### src/rtl/cache_fill_fsm.sv
// Cache miss fill engine: owns the memory read port for one block fill, streams returned
// words into the cache data array in ascending order, then writes the tag.
module cache_fill_fsm #(
    parameter int BLOCK_WORDS = 8,
    parameter int ADDR_W      = 16
) (
    input  logic                           clk,
    input  logic                           rst_n,
    input  logic                           miss_detected,
    input  logic [ADDR_W-1:0]              miss_address,
    input  logic                           mem_data_valid,
    input  logic [15:0]                    mem_data,
    output logic                           fsm_busy,
    output logic                           mem_rd_en,
    output logic [ADDR_W-1:0]              mem_addr,
    output logic                           data_wren,
    output logic [$clog2(BLOCK_WORDS)-1:0] data_word,
    output logic [15:0]                    data_out,
    output logic                           tag_wren,
    output logic [ADDR_W-1:0]              fill_addr
);

    localparam int IDX_W = $clog2(BLOCK_WORDS);

    // Clears the word index and byte-offset bits of a byte address.
    localparam logic [ADDR_W-1:0] ALIGN_MASK = {{(ADDR_W-IDX_W-1){1'b1}}, {(IDX_W+1){1'b0}}};

    typedef enum logic {
        IDLE,
        FILL
    } state_t;

    state_t             stateQ;
    state_t             stateD;
    logic [ADDR_W-1:0]  base;
    logic [IDX_W:0]     issueCnt;
    logic [IDX_W-1:0]   recvCnt;

    // NOTE: sequential state uses non-blocking assignments so every register samples
    // pre-edge values regardless of process ordering.
    always_ff @(posedge clk or negedge rst_n) begin
        if (!rst_n) begin
            stateQ <= IDLE;
        end else begin
            stateQ <= stateD;
        end
    end

    // NOTE: only control/address registers exist here, so all of them take the async reset;
    // the block data itself lives in the cache array and needs no reset.
    always_ff @(posedge clk or negedge rst_n) begin
        if (!rst_n) begin
            base     <= '0;
            issueCnt <= '0;
            recvCnt  <= '0;
        end else if (stateQ == IDLE) begin
            if (miss_detected) begin
                base     <= miss_address & ALIGN_MASK;
                issueCnt <= '0;
                recvCnt  <= '0;
            end
        end else begin
            if (mem_rd_en) begin
                issueCnt <= issueCnt + (IDX_W+1)'(1);
            end
            if (mem_data_valid) begin
                recvCnt <= recvCnt + IDX_W'(1);
            end
        end
    end

    // NOTE: every output and next-state value gets a default before the case, so no
    // path through this block can infer a latch.
    always_comb begin
        stateD    = stateQ;
        fsm_busy  = 1'b0;
        mem_rd_en = 1'b0;
        mem_addr  = '0;
        data_wren = 1'b0;
        data_out  = '0;
        tag_wren  = 1'b0;

        unique case (stateQ)
            IDLE: begin
                if (miss_detected) begin
                    stateD = FILL;
                end
            end
            FILL: begin
                fsm_busy  = 1'b1;
                // BLOCK_WORDS is a power of two: the counter MSB marks saturation.
                mem_rd_en = !issueCnt[IDX_W];
                // Base is block-aligned, so OR-ing the word offset cannot carry out of the block.
                mem_addr  = base | {{(ADDR_W-IDX_W-1){1'b0}}, issueCnt[IDX_W-1:0], 1'b0};
                data_wren = mem_data_valid;
                data_out  = mem_data;
                if (mem_data_valid && (&recvCnt)) begin
                    tag_wren = 1'b1;
                    stateD   = IDLE;
                end
            end
            default: begin
                stateD = IDLE;
            end
        endcase
    end

    assign data_word = recvCnt;
    assign fill_addr = base;

endmodule

### config.mk
export PLATFORM = sky130hd
export DESIGN_NAME = cache_fill_fsm
export DESIGN_NICKNAME = d
export VERILOG_FILES = /design/src/rtl/cache_fill_fsm.sv
export SDC_FILE = /design/constraint.sdc
export NUM_CORES = 1
export LEC_CHECK = 0
export ABC_AREA = 1
export CORE_AREA = 2 2 67 69
export DETAILED_ROUTE_END_ITERATION = 12
export DIE_AREA = 0 0 69 71
export PLACE_DENSITY = 0.69
export REMOVE_ABC_BUFFERS = 1
export SYNTH_ARGS = -nofsm -noshare
export SYNTH_HDL_FRONTEND = slang
export SYNTH_SLANG_ARGS = --single-unit
export TNS_END_PERCENT = 1
### constraint.sdc
create_clock -name clk -period 1.2 [get_ports clk]
set_clock_uncertainty 0.15 [all_clocks]
set_input_delay 0.24 -clock clk [delete_from_list [all_inputs] [get_ports clk]]
set_output_delay 0.24 -clock clk [all_outputs]
set_load 0.01 [all_outputs]
==> metrics.cfg <==
[power]
power_switching_share_pct = 41.2
vdd.ir_drop.worst_mv = 1.08
power_per_cell_area_nw_per_um2 = 2300
leakagePower_nw = 1.35
power.combinational.fraction_pct = 64.0
p_sw_mw = 2.07
p_seq_share_pct = 25.9
power_report.internal_total_mw = 2.95
p_clk_share_pct = 10.1

[sta]
postLayoutSetupSlackWorst_ps = -432
finalCritPeriodShare_pct = 136
setup_tns_ps = -14260
final_hold_vio_count = 0
fmaxAchievable_ghz = 0.613
finalWorstPathRequiredPeriod_ps = 1630
setup_violations = 61
max_slew_vio_count = 0
finalHoldWorstSlack_ps = 171
grt_setup_unrepaired = yes

[grt]
grt_util_all_layers_pct = 14.6
first_global_vias = 1265
overflow = 0
grt_pass1_wl_mm = 5.83
grt_start_max_net_pins = 21
antenna_found_initial = 0

[logic_synthesis]
synth_cell_types = 15
ys_seq_elements = 20
postSynthAreaPerCell_um2 = 6.92
synth_warnings = 0
synth_seq_area_share_pct = 41.5
synthesis.area_um2 = 1200
postSynthCellCount = 174

[place]
io_buffers = 81
dp.cells = 316
preCtsSetupSlack_ps = -660
dp_hpwl_mm = 2.46
place_congestion = 0.698

[layout]
most-common-layout-cells = nand2_1 (64), buf_2 (39), inv_1 (33), clkdlybuf4s50_1 (31), nand3_1 (20)
area_growth_pct = 81.5
finish.utilization_pct = 52.0
mostFrequentLayoutCell = nand2_1
insertedDiodeCount = 0
layout.nets = 316
drive_gt1_share_pct = 37.0
finalNonFillerCells = 328

[die]
boundaryPins = 91
starting_density_of_the_core_pct = 28.7
y_dimension_of_the_die_um = 71
die-area_um2 = 4900
design.core.area_um2 = 4200
placement_rows = 24
die_w_um = 69

[worst_setup_path]
critical_path_start_type = flip-flop
timing_worst_setup_path_type = reg2out
cp_max_fo = 2
worst-endpoint-arrival_ps = 1240
critPathCaptureType = output pin
worst_ep_required_time_ps = 810

[status]
outcome = finished, violations left
violations_in_the_final_reports = setup timing

[drt]
routed_wire_length_per_instance_um = 10.8
drt-vias-per-instance = 4.09
wl_mm = 3.53
detailed_route_via_count = 1341
residual_drc_count = 0
first_pass_iters = 4
drt_first_iter_violations = 17
ant_nets = 0

[clock_network]
cts_buffers = 3
cts.reportedPaths.clkPinSlew_ps = 80
clock-root-buffer = clkbuf_8
post_cts_hold_buffer_count = 0
cts_tree = built
latest_clock_arrival_within_the_worst_skew_pair_ps = 250
htree_levels = 1
clockBufferDepth = 2
numClockSinks = 20

[worst_hold_path]
hp-class = in2async

[run]
max_cap_viol_count = 0

-- critical path, cell delays in order (launching register included) --
cell     delay (ps)
dfrtp_1         400
ha_2            200
ha_4            150
nand2_2          60
nor2_2           40
buf_2           130
-- state kept, by name, summed over array words and instances, names as in the netlist --
name and cells:
fill_addr 12, stateQ 1, data_word 3, issueCnt 4
-- synth_stat cells, drive strengths merged --
| cell type | instances | area share, % |
|---|---|---|
| inv | 38 | 12 |
| nand2 | 76 | 25 |
| conb | 1 | 0.31 |
| nor2 | 2 | 1.2 |
| buf | 13 | 8.2 |
| or2 | 1 | 0.52 |
| dfrtp | 20 | 42 |
| nand3 | 20 | 8.3 |
| ha | 3 | 3.1 |
-- power groups by stage --
stage / clock network [mW] / registers (mW) / logic, mW
2_1_floorplan: 0 / 1.48 / 1.11
3_3_place_gp: 0 / 1.25 / 3.35
3_5_place_dp: 0 / 1.27 / 3.41
4_1_cts: 0.514 / 1.28 / 3.27
5_1_grt: 0.556 / 1.35 / 3.59
6_report: 0.507 / 1.30 / 3.22
-- timing repair --
action                                 4_1_cts  5_1_grt
gates resized for setup                    219       22
gates cloned                                 2        0
buffers inserted                             9        0
setup endpoints to repair                   70       70
pin swaps                                    3        2
endpoints found under the hold margin        0        0
-- final cells by class --
type / count / area (µm²)
clock buffer: 4 / 55.1
fill: 425 / 2020
inverter: 38 / 155
multi-input combinational: 107 / 534
sequential: 20 / 502
tap: 52 / 65.1
timing repair buffer: 107 / 876
-- kinds of logic (layout without fill, tap and decap cells) --
family                   count (synthesis)  count (layout)  share of synthesized area [%]
AND/OR/NAND/NOR                         99              99                           34.6
flip-flops                              20              20                           41.5
adder cells (fa/ha/maj)                  3               3                           3.12
other                                    1               5                          0.311
buffers and inverters                   51             149                           20.5
-- stage by stage --
step                      cell area (µm²)  power, mW
after detailed placement             2160       4.68
after floorplan                      1120       2.58
after CTS                            2180       5.07
after global placement               2160       4.61
final                                2190       5.02
after global routing                 2190       5.50
-- routing by layer --
metal	global-route usage [%]	routed length [µm]	vias to the layer above
met1	16.1	1410	586
met2	28.1	1790	58
met4	3.27	15	0
met3	3.70	318	2
li1	-	-	695
met5	0	0	-
-- final timing paths --
path | start | slack, ps | end | cells after the start
worst max-delay path | data_word[0] | -430 | tag_wren | 5
worst min-delay path | rst_n | 170 | data_word[2] | 2
worst max register to register | data_word[0] | -390 | stateQ | 9
worst min register to register | fill_addr[10] | 360 | fill_addr[10] | 2
max in group asynchronous | rst_n | 590 | stateQ | 2
min in group clk | fill_addr[10] | 360 | fill_addr[10] | 2
Power figures use the tool's default switching activity.
